## src/rtl/fir_pkg.sv

```systemverilog
// Shared types for the FIR + SSE stimulus path.
// Sample words and buffered (sample, golden, last) entries.
package fir_pkg;

    localparam int DATA_W = 32;

    typedef logic [DATA_W-1:0] sample_t;

    typedef struct packed {
        logic    last;
        sample_t gold;
        sample_t in;
    } stream_entry_t;

endpackage

```

## src/rtl/fir_fifo.sv

```systemverilog
// Single-clock FIFO with occupancy count and registered read data.
// Full/empty come from the level counter; pointers simply wrap.
module fir_fifo
    import fir_pkg::*;
#(
    parameter int  DEPTH   = 16,
    parameter type entry_t = stream_entry_t,
    localparam int LVL_W   = $clog2(DEPTH + 1),
    localparam int PTR_W   = $clog2(DEPTH)
) (
    input  logic             clk,
    input  logic             rst,
    input  logic             push,
    input  logic             pop,
    input  entry_t           wdata,
    output entry_t           rdata,
    output logic [LVL_W-1:0] level
);

    entry_t             mem [DEPTH];
    logic [PTR_W-1:0]   wptr_q, wptr_d;
    logic [PTR_W-1:0]   rptr_q, rptr_d;
    logic [LVL_W-1:0]   level_q, level_d;
    entry_t             rdata_q, rdata_d;
    logic               do_push;
    logic               do_pop;

    // Pointer, level and read-data next state
    always_comb begin
        do_push = push && !rst && (level_q != LVL_W'(DEPTH));
        do_pop  = pop && !rst && (level_q != '0);
        wptr_d  = wptr_q;
        rptr_d  = rptr_q;
        level_d = level_q;
        rdata_d = rdata_q;
        if (do_push) begin
            wptr_d = wptr_q + PTR_W'(1);
        end
        if (do_pop) begin
            rptr_d  = rptr_q + PTR_W'(1);
            rdata_d = mem[rptr_q];
        end
        if (do_push && !do_pop) begin
            level_d = level_q + LVL_W'(1);
        end else if (do_pop && !do_push) begin
            level_d = level_q - LVL_W'(1);
        end
    end

    // Control registers; storage is left uninitialised on reset
    always_ff @(posedge clk) begin
        if (rst) begin
            wptr_q  <= '0;
            rptr_q  <= '0;
            level_q <= '0;
            rdata_q <= '0;
        end else begin
            wptr_q  <= wptr_d;
            rptr_q  <= rptr_d;
            level_q <= level_d;
            rdata_q <= rdata_d;
        end
    end

    // Entry storage write port
    always_ff @(posedge clk) begin
        if (do_push) begin
            mem[wptr_q] <= wdata;
        end
    end

    assign rdata = rdata_q;
    assign level = level_q;

endmodule

```

## src/rtl/sample_streamer.sv

```systemverilog
// Feeds buffered (sample, golden) pairs to the FIR datapath on request.
// Tracks end of stream, issued count and sticky overflow/underrun.
module sample_streamer
    import fir_pkg::*;
#(
    parameter int  DATA_W = fir_pkg::DATA_W,
    parameter int  DEPTH  = 16,
    parameter int  CNT_W  = 32,
    localparam int LVL_W  = $clog2(DEPTH + 1)
) (
    input  logic              clk,
    input  logic              rst,
    input  logic              wr_en,
    input  logic [DATA_W-1:0] wr_in,
    input  logic [DATA_W-1:0] wr_gold,
    input  logic              wr_last,
    output logic              wr_ready,
    input  logic              next,
    output logic [DATA_W-1:0] in,
    output logic [DATA_W-1:0] out_gold,
    output logic              valid,
    output logic              stop,
    output logic [LVL_W-1:0]  level,
    output logic [CNT_W-1:0]  issued,
    output logic              overflow,
    output logic              underrun
);

    typedef struct packed {
        logic              last;
        logic [DATA_W-1:0] gold;
        logic [DATA_W-1:0] in;
    } entry_t;

    entry_t             wdata;
    entry_t             rdata;
    logic               push;
    logic               pop;
    logic               closed_q, closed_d;
    logic               stop_q, stop_d;
    logic               valid_q, valid_d;
    logic               overflow_q, overflow_d;
    logic               underrun_q, underrun_d;
    logic [CNT_W-1:0]   issued_q, issued_d;

    assign wdata    = '{last: wr_last, gold: wr_gold, in: wr_in};
    assign wr_ready = !rst && !closed_q && (level != LVL_W'(DEPTH));
    assign push     = wr_en && wr_ready;
    assign pop      = next && !rst && !stop_q && (level != '0);

    fir_fifo #(
        .DEPTH   (DEPTH),
        .entry_t (entry_t)
    ) u_fifo (
        .clk   (clk),
        .rst   (rst),
        .push  (push),
        .pop   (pop),
        .wdata (wdata),
        .rdata (rdata),
        .level (level)
    );

    // Stream flags, valid pulse and issued counter next state
    always_comb begin
        closed_d   = closed_q;
        stop_d     = stop_q;
        valid_d    = 1'b0;
        overflow_d = overflow_q;
        underrun_d = underrun_q;
        issued_d   = issued_q;
        if (rst) begin
            closed_d   = 1'b0;
            stop_d     = 1'b0;
            overflow_d = 1'b0;
            underrun_d = 1'b0;
            issued_d   = '0;
        end else begin
            if (push && wr_last) begin
                closed_d = 1'b1;
            end
            if (wr_en && !wr_ready) begin
                overflow_d = 1'b1;
            end
            if (next && !stop_q && (level == '0)) begin
                underrun_d = 1'b1;
            end
            if (valid_q && rdata.last) begin
                stop_d = 1'b1;
            end
            if (pop) begin
                valid_d  = 1'b1;
                issued_d = issued_q + CNT_W'(1);
            end
        end
    end

    // Flag and counter registers
    always_ff @(posedge clk) begin
        if (rst) begin
            closed_q   <= 1'b0;
            stop_q     <= 1'b0;
            valid_q    <= 1'b0;
            overflow_q <= 1'b0;
            underrun_q <= 1'b0;
            issued_q   <= '0;
        end else begin
            closed_q   <= closed_d;
            stop_q     <= stop_d;
            valid_q    <= valid_d;
            overflow_q <= overflow_d;
            underrun_q <= underrun_d;
            issued_q   <= issued_d;
        end
    end

    assign in       = rdata.in;
    assign out_gold = rdata.gold;
    assign valid    = valid_q;
    assign stop     = stop_q;
    assign issued   = issued_q;
    assign overflow = overflow_q;
    assign underrun = underrun_q;

endmodule
```

## config.mk

```make
export PLATFORM = sky130hd
export DESIGN_NAME = sample_streamer
export DESIGN_NICKNAME = d
export VERILOG_FILES = /design/src/rtl/fir_pkg.sv /design/src/rtl/fir_fifo.sv /design/src/rtl/sample_streamer.sv
export SDC_FILE = /design/constraint.sdc
export NUM_CORES = 1
export LEC_CHECK = 0
export CORE_ASPECT_RATIO = 0.75
export CORE_UTILIZATION = 52
export CTS_CLUSTER_DIAMETER = 100
export DETAILED_ROUTE_END_ITERATION = 8
export PLACE_DENSITY = 0.72
export SYNTH_ARGS = -nofsm -noshare
export SYNTH_HDL_FRONTEND = slang
export SYNTH_SLANG_ARGS = --single-unit
```

## constraint.sdc

```tcl
create_clock -name clk -period 12.9 [get_ports clk]
set_input_delay 1.935 -clock clk [delete_from_list [all_inputs] [get_ports clk]]
set_output_delay 1.935 -clock clk [all_outputs]
set_load 0.05 [all_outputs]
```

==> results of run 1 <==
-- flip-flops by register name, summed over array words and instances (netlist names) --
signal / cells
u_fifo.rptr_q: 4
underrun: 1
stop: 1
valid: 1
closed_q: 1
issued: 32
u_fifo.rdata: 65
overflow: 1
u_fifo.level: 5
u_fifo.wptr_q: 4
u_fifo.mem: 1040
-- report_power, final --
group          internal [W]  switching, W  leakage [nW]  total [W]
registers           0.00419      0.000106          10.3    0.00430
clock network       0.00184       0.00136          1.75    0.00320
logic              0.000420      0.000651          3.34    0.00107
total               0.00645       0.00212          15.4    0.00857
-- cell families after synthesis --
| logic type | Yosys count |
|---|---|
| adders and majority gates | 11 |
| DFF | 1155 |
| and+or+nand+nor | 209 |
| AOI/OAI and AO/OA | 131 |
| buffers and inverters | 193 |
| xor gates and xnor gates | 6 |
| muxes | 405 |
-- worst register-to-register path: cells and delay by family (launching register included) --
family / cells / cell delay (ns)
flops: 1 / 0.49
compound gates: 1 / 0.27
simple gates: 3 / 1.46
buf+inv: 2 / 1.08
-- cells in the mapped netlist, types with 3 or more instances --
master	n	area share [%]
nand2_1	25	0.21
nor2_1	105	0.89
nor3_1	4	0.045
nand3_1	10	0.11
nor2b_1	11	0.16
a21oi_1	28	0.32
nand4_1	7	0.099
nand2b_1	3	0.042
and4_1	4	0.079
dfxtp_1	115	5.2
or3_1	6	0.085
o211ai_2	3	0.085
xor2_1	3	0.059
o2111ai_1	3	0.059
mux2_2	75	1.9
o21a_1	3	0.051
or4_1	13	0.22
and2_1	3	0.042
xnor2_1	3	0.059
buf_2	41	0.46
buf_4	68	1.2
inv_2	3	0.025
and3_1	3	0.042
nor4_1	13	0.18
buf_6	12	0.30
o31ai_1	15	0.25
buf_1	16	0.14
mux2i_1	69	1.6
ha_1	10	0.28
o21ai_0	8	0.090
inv_1	10	0.085
edfxtp_1	1040	70
clkbuf_1	43	0.36
mux4_2	260	13
a221o_1	65	1.5
-- layer usage --
metal / vias to the layer above / routed length (µm) / GRT usage (%)
li1: 8940 / - / -
met1: 11174 / 39000 / 30.4
met2: 725 / 45300 / 35.5
met3: 124 / 5640 / 3.54
met4: 8 / 1720 / 5.35
met5: - / 54 / 0
-- stage by stage --
stage                     power, W  std cells  cell area, µm²  utilization [%]
after floorplan            0.00516       2110           44300                -
after global placement     0.00544       3263           46800             55.6
after detailed placement   0.00546       3263           46800             55.6
after CTS                  0.00863       3462           50400             59.9
after global routing       0.00883       3463           50400             59.9
final                      0.00857       3463           50400             59.9
-- area by class of cell --
class / count / area (µm²)
clock buffer: 152 / 3060
antenna: 1 / 2.50
inverter: 13 / 48.8
fill: 5895 / 33800
tap: 1128 / 1410
timing repair buffer: 205 / 2010
multi-input combinational: 762 / 9810
sequential: 1155 / 33500
clock inverter: 47 / 552
-- worst paths after layout --
path | start | to | slack (ns) | cells after the start
hold reg to reg | overflow | overflow | 0.49 | 2
setup reg to reg | u_fifo.level[0] | u_fifo.mem[4][35] | 9.19 | 6
hold / removal | overflow | overflow | 0.49 | 2
setup / recovery | rst | wr_ready | 7.60 | 4
==> summary.txt, run 1 <==
status - finished clean
final period utilization - 41.1%
clock skew - 0.0214 ns
hold slack - 0.486 ns
gr usage total - 21.6%
Max Cap Viol - 0
CTS tree - built
clock latency on the worst-skew pair - 0.68 ns
die area - 86400 µm²
CTS resizes - 0
Final Critical Period - 5.30 ns
largest net degree at the start of global routing - 153
Hold Violations, Final - 0
Synth Area in Simple Gates - 2.24%
Syn Nets - 2190
DRC Markers - 0
compound-gate portion of the synthesized area - 2.45%
fraction of registers with async set/reset - 0%
PortBufs - 174
multiplexer share of the synthesized area - 16.7%
antenna violations before repair - 5
drt pass-1 iters - 7
WP buf/inv - 3
Synth Register Bits - 1155
vias in the first global route - 21689
first-iteration detailed-routing DRC count - 2045
Fmax - 189 MHz
TritonCTS sink count - 1155
crit path launch type - primary input
peak supply drop - 0.000129 V
CTS buffer count - 107
min-delay worst type - reg2reg
Place WS - 7.46 ns
Reg clk slew, reported paths - 0.07 ns
antenna-violating nets left - 0
Mapped Cells - 2110
final worst slack - 7.60 ns
Post-DP HPWL - 46.7 mm
Avg Inst Size Synth - 21.0 µm²
Cell Rows - 92
via count - 20971
DR WL/cell - 26.5 µm
TNS Setup - 0 ns
Critical Path RT - 10.97 ns
Final Max Slew Viols - 0
Root Driver - clkbuf_16
Slew headroom - 23.0%
synth unique cells - 43
final WL - 91.7 mm
share of cells above drive strength 1 - 23.9%
die width - 339 µm
# IOs - 175
commonest non-fill, non-tap cells in the layout - edfxtp_1 (1040), mux4_2 (260), clkdlybuf4s50_1 (173)
P_leak - 15.4 nW
Vias/cell - 6.06
post-synthesis adder-cell area fraction - 0.327%
Seq/Total Area, Yosys - 75.6%
CP Cell Sequence - buf_2 > buf_4 > nor2_1 > clkdlybuf4s50_1
post-synthesis cell area - 44300 µm²
CP Class - in2out
Core ar. - 84300 µm²
cell area power density - 170 nW/µm²
Hold-fix buffers, CTS - 0
slowest CP cell - clkdlybuf4s50_1
first-pass GRT wire length - 139 mm
CP max stage delay - 0.72 ns
critical path fanouts, max - 61
H-Tree Depth - 3
post-CTS setup buffers - 0
Die H - 255 µm
clk buf depth - 3
fin nets - 2324
RSZ-0062 raised after global routing - no
Final Setup Violations - 0
Slew @ Worst Pin - 1.16 ns
most common cell after layout, fill and taps aside - edfxtp_1
post-synthesis xor/xnor area fraction - 0.119%
Congestion Overflow GR - 0
Area growth syn-to-layout - 13.8%
Synth warnings - 0
initial core utilization - 52.6%
critical path's top delay family - buffers and inverters
critical path arrival - 3.37 ns
CP endpoint kind - output pin
main combinational cell family by area after synthesis - multiplexers
number of synthesized flops with an enable pin - 1040
ys flop type - edfxtp_1
RD Place Congestion - 0.794
Power figures use the tool's default switching activity.
==> run 2, diff against run 1 <==
clock period = 4.9 ns   (was 12.9 ns; I/O delays follow)
==> run 2 against run 1 <==
Clock power grew to 2.6 times the previous value. Die area unchanged. Via count up 0.58%. Setup slack worse by 6.4 ns. Core utilization is 0.36 points higher. Largest cell class unchanged. Critical path type is now reg2out. Design area rose by 0.60%. Global-route usage rose by 0.32 points. Hold slack worse by 0.037 ns. Non-clock buffer count increased by 17. Power increased to 2.6 times the previous value.
==> summary.txt, run 2 (synthesis gave the netlist of run 1 again) <==
status - finished clean
clk buf depth - 3 (unchanged)
final worst slack - 1.24 ns (-6.35 ns)
Final Critical Period - 3.66 ns
Place WS - 1.40 ns (-6.07 ns)
CTS tree - built
CP endpoint kind - output pin
sw power - 0.00560 W (+160%)
Slew headroom - 35.8% (+13 points)
clock latency on the worst-skew pair - 0.68 ns (about the same)
CP max stage delay - 0.74 ns (+0.02 ns)
P_leak - 15.5 nW (+0.49%)
clock skew - 0.0160 ns (-0.00535 ns)
final WL - 94.1 mm (+2.7%)
min-delay worst type - in2reg
antenna violations before repair - 7 (+2)
Largest register FFs - 1040 (unchanged)
Hold Violations, Final - 0 (unchanged)
Die H - 255 µm (unchanged)
slowest CP cell - or4_1
peak supply drop - 0.000385 V (+200%)
DR WL/cell - 27.0 µm (+2.1%)
RSZ-0062 raised after global routing - no
Final Max Slew Viols - 0 (unchanged)
CP Class - reg2out
Core ar. - 84300 µm² (unchanged)
Root Driver - clkbuf_16
Layout Cells excl Fill - 3483 (+0.58%)
Hold Path Origin - rst
worst reg2reg startpoint - u_fifo.level[0]
Final Setup Violations - 0 (unchanged)
CTS buffer count - 106 (-0.93%)
H-Tree Depth - 3 (unchanged)
CP Cell Sequence - or4_1 > o21ai_0 > nor2_1 > clkdlybuf4s50_1
crit path launch type - register
die width - 339 µm (unchanged)
commonest non-fill, non-tap cells in the layout - edfxtp_1 (1040), mux4_2 (260), clkdlybuf4s50_1 (173)
fin nets - 2340 (+0.69%)
Vias/cell - 6.06 (about the same)
RD Place Congestion - 0.812 (+2.3%)
critical path fanouts, max - 8 (-87%)
PortBufs - 174 (unchanged)
TNS Setup - 0 ns (unchanged)
CTS resizes - 0 (unchanged)
Slew @ Worst Pin - 0.963 ns (-0.192 ns)
vias in the first global route - 22002 (+1.4%)
antenna-violating nets left - 0 (unchanged)
largest net degree at the start of global routing - 71 (-54%)
final core occ - 60.2% (+0.36 points)
Hold-fix buffers, CTS - 0 (unchanged)
drt pass-1 iters - 6 (-1)
Comb power frac - 12.9% (+0.4 points)
# IOs - 175 (unchanged)
Post-DP HPWL - 49.3 mm (+5.5%)
cell area power density - 441 nW/µm² (+160%)
Max Cap Viol - 0 (unchanged)
die area - 86400 µm² (unchanged)
final period utilization - 74.6%
Fmax - 274 MHz
Critical Path RT - 4.16 ns (-6.81 ns)
first-iteration detailed-routing DRC count - 2123 (+3.8%)
critical path launch point - u_fifo.level[0]
Top reg by flops - u_fifo.mem
Cell Rows - 92 (unchanged)
initial core utilization - 52.6% (unchanged)
Tot Pwr - 0.0224 W (+160%)
Seq pwr share - 50.6% (+0.5 points)
critical path arrival - 2.92 ns (-0.45 ns)
Area growth syn-to-layout - 14.4%
Internal - 0.0168 W (+160%)
DRC Markers - 0 (unchanged)
post-CTS setup buffers - 0 (unchanged)
Fillers - 5858 (-0.63%)
gr usage total - 21.9% (+0.32 points)
most common cell after layout, fill and taps aside - edfxtp_1
Congestion Overflow GR - 0 (unchanged)
first-pass GRT wire length - 140 mm (+1.1%)
TritonCTS sink count - 1155 (unchanged)
Reg clk slew, reported paths - 0.07 ns (about the same)
dpl cells - 3280 (+0.52%)
share of cells above drive strength 1 - 24.1% (+0.27 points)
Clk pwr share - 36.5% (-0.8 points)
switch share - 25.0% (+0.30 points)
via count - 21093 (+0.58%)
run 2: layout make-up:
class / instances / area (µm²) / area share [%]
Multi-Input combinational cell: 762 / 9840 / 19.4
Clock buffer: 155 / 2970 / 5.85
Antenna cell: 2 / 5.00 / 0.00986
Tap cell: 1128 / 1410 / 2.78
Clock inverter: 46 / 489 / 0.964
Timing Repair Buffer: 222 / 2430 / 4.80
Sequential cell: 1155 / 33500 / 66.1
Inverter: 13 / 48.8 / 0.0962
run 2: metal layers:
metal	vias to the layer above	track usage (%)	wire, µm
met5	-	0	71
met4	10	5.43	1780
met3	127	3.88	6220
met2	764	36.5	47200
met1	11209	30.2	38800
li1	8983	-	-
run 2: worst max-delay path: cells and delay by family (launching register included):
| family | cells | cell delay [ns] |
|---|---|---|
| flops | 1 | 0.38 |
| simple gates | 2 | 0.81 |
| compound gates | 1 | 0.34 |
| buf+inv | 1 | 0.71 |
run 2: per-stage QoR:
step                      hold WS (ns)  area [µm²]
final                            0.449       50700
after global routing             0.452       50700
after CTS                        0.399       50700
after detailed placement         0.466       47300
after global placement           0.458       47300
after floorplan                  0.433       44400
run 2: path summary, 6_finish.rpt:
kind                                          to  slack (ns)  cells after the start
worst max-delay path                    wr_ready        1.24                      4
worst min-delay path            u_fifo.wptr_q[2]        0.45                      2
worst max register to register   u_fifo.level[4]        1.48                     10
worst min register to register          overflow        0.48                      2
run 2: power by group through the flow:
stage | Clock (W) | Combinational [W] | Sequential (W)
4_1_cts | 0.00829 | 0.00292 | 0.0113
6_report | 0.00816 | 0.00289 | 0.0113
2_1_floorplan | 0 | 0.00214 | 0.0114
5_1_grt | 0.00864 | 0.00304 | 0.0113
3_5_place_dp | 0 | 0.00291 | 0.0115
3_3_place_gp | 0 | 0.00287 | 0.0115
==> run 3, diff against run 2 <==
PLACE_DENSITY = 0.74   (was 0.72)
clock period = 3.1 ns   (was 4.9 ns; I/O delays follow)
==> run 3 against run 2 <==
Critical path depth increased by 6. Via count increased by 1.4%. Highest routed layer unchanged. Non-clock buffer count increased by 38. Sequential share of layout area decreased by 1.1 points.
==> summary.txt, run 3 (synthesis gave the netlist of run 1 again) <==
crit path launch type - register
Final Critical Period - 2.91 ns
CP max stage delay - 0.57 ns (-0.17 ns)
RSZ-0062 raised after global routing - no
antenna-violating nets left - 0 (unchanged)
sw power - 0.00893 W (+59%)
DRC Markers - 0 (unchanged)
most common cell after layout, fill and taps aside - edfxtp_1
Largest register FFs - 1040 (unchanged)
gr usage total - 22.2% (+0.33 points)
cell area power density - 699 nW/µm² (+59%)
Slew headroom - 50.2% (+14 points)
first-pass GRT wire length - 142 mm (+1.2%)
switch share - 24.8% (-0.27 points)
H-Tree Depth - 3 (unchanged)
Reg clk slew, reported paths - 0.06 ns (about the same)
Critical Path RT - 3.66 ns (-0.50 ns)
drt pass-1 iters - 5 (-1)
min-delay worst type - in2reg
share of cells above drive strength 1 - 26.0% (+1.9 points)
Post-DP HPWL - 51.9 mm (+5.3%)
CP endpoint kind - register
CTS buffer count - 106 (unchanged)
critical path fanouts, max - 5 (-3)
Max Cap Viol - 0 (unchanged)
Root Driver - clkbuf_16
Final Max Slew Viols - 0 (unchanged)
cell mode on critical path - ha_1
final core occ - 61.2% (+1.0 points)
CP Cell Sequence - or4_4 > o2111ai_4 > inv_4 > ha_1 > inv_1 > ha_1 > a21o_1 > a21oi_1 > mux2i_1 > mux2_2
Congestion Overflow GR - 0 (unchanged)
peak supply drop - 0.000686 V (+78%)
CTS tree - built
status - finished clean
fin nets - 2378 (+1.6%)
P_leak - 15.9 nW (+2.5%)
first-iteration detailed-routing DRC count - 2036 (-4.1%)
DR WL/cell - 26.9 µm (-0.50%)
clock skew - 0.0264 ns (+0.0104 ns)
die width - 339 µm (unchanged)
Comb power frac - 13.3% (+0.4 points)
# IOs - 175 (unchanged)
hold slack - 0.117 ns (-0.331 ns)
Internal - 0.0271 W (+62%)
vias in the first global route - 22160 (+0.72%)
final WL - 94.8 mm (+0.69%)
post-CTS setup buffers - 0 (unchanged)
Clk pwr share - 37.2% (+0.7 points)
slowest CP cell - or4_4
Final Setup Violations - 0 (unchanged)
Fmax - 344 MHz
critical path arrival - 3.47 ns (+0.55 ns)
Core ar. - 84300 µm² (unchanged)
die area - 86400 µm² (unchanged)
PortBufs - 174 (unchanged)
clk buf depth - 3 (unchanged)
antenna violations before repair - 8 (+1)
Place WS - 0.0306 ns (-1.37 ns)
initial core utilization - 52.6% (unchanged)
via count - 21381 (+1.4%)
Slew @ Worst Pin - 0.745 ns (-0.218 ns)
final period utilization - 93.9%
Cell Rows - 92 (unchanged)
Die H - 255 µm (unchanged)
CP Class - reg2reg
final worst slack - 0.190 ns (-1.05 ns)
Hold Violations, Final - 0 (unchanged)
clock latency on the worst-skew pair - 0.68 ns (about the same)
RD Place Congestion - 0.816 (+0.48%)
setup slack, reg-to-reg - 0.19 ns (-1.29 ns)
Vias/cell - 6.07 (+0.16%)
commonest non-fill, non-tap cells in the layout - edfxtp_1 (1040), mux4_2 (260), clkdlybuf4s50_1 (172)
Seq pwr share - 49.5% (-1.1 points)
Top reg by flops - u_fifo.mem
Area growth syn-to-layout - 16.4%
TritonCTS sink count - 1155 (unchanged)
largest net degree at the start of global routing - 69 (-2.8%)
-- run 3: changes by cell type in the layout (fill, tap and decap cells not counted), moves of 7 or more --
cell       before  now
clkinv_1       10   21
buf_12         27   54
clkbuf_1       36   22
clkbuf_8       13    6
buf_4          21   32
bufinv_16       7   15
-- run 3: worst max-delay path: cells and delay by family, from the launching register on --
| family | cells | cell delay [ns] |
|---|---|---|
| multiplexers | 2 | 0.59 |
| AND/OR/NAND/NOR | 1 | 0.57 |
| AO/OA/AOI/OAI | 3 | 0.63 |
| adder cells (fa/ha/maj) | 2 | 0.49 |
| flip-flops | 1 | 0.36 |
| buffers and inverters | 2 | 0.17 |
-- run 3: timing repair --
action                     CTS  global route
pin swaps                    0             0
setup endpoints to repair    1             1
hold endpoints to repair     0             0
resized for setup            1             2
hold buffers                 0             0
gates cloned                 0             0
-- run 3: metrics by stage --
| step | TNS [ns] | std cells | total power [W] | instance area, µm² |
|---|---|---|---|---|
| 5_1_grt | 0 | 3524 | 0.0372 | 51600 |
| 2_1_floorplan | -90.42 | 2110 | 0.0215 | 44500 |
| 4_1_cts | 0 | 3520 | 0.0363 | 51600 |
| 3_3_place_gp | 0 | 3318 | 0.0229 | 48000 |
| 3_5_place_dp | 0 | 3318 | 0.0230 | 48000 |
| 6_report | 0 | 3525 | 0.0360 | 51600 |
-- run 3: worst paths after layout --
check | start | to | cells past startpoint
worst max-delay path | u_fifo.level[3] | u_fifo.level[4] | 10
worst min-delay path | rst | issued[23] | 3
worst max register to register | u_fifo.level[3] | u_fifo.level[4] | 10
worst min register to register | overflow | overflow | 2
-- run 3: layout make-up --
cell class / instances / area [µm²]
multi-input cells: 762 / 9880
flip-flops and latches: 1155 / 33600
diodes: 5 / 12.5
clock buffers: 134 / 2820
inverters: 13 / 53.8
repair buffers: 260 / 3050
fillers: 5699 / 32700
well taps: 1128 / 1410
clock inverters: 68 / 801
-- run 3: per-layer routing --
layer	up-vias	track usage, %	wire, µm
met3	153	4.14	5900
met5	-	0	49
met1	11353	31.1	40400
met4	8	5.73	1950
li1	9092	-	-
met2	775	36.4	46400
-- run 3: power groups by stage --
stage / Combinational (W) / Sequential, W / Clock [W]
finish: 0.00481 / 0.0178 / 0.0134
global route: 0.00504 / 0.0179 / 0.0143
CTS: 0.00484 / 0.0178 / 0.0136
detailed placement: 0.00481 / 0.0182 / 0
global placement: 0.00474 / 0.0181 / 0
floorplan: 0.00344 / 0.0181 / 0
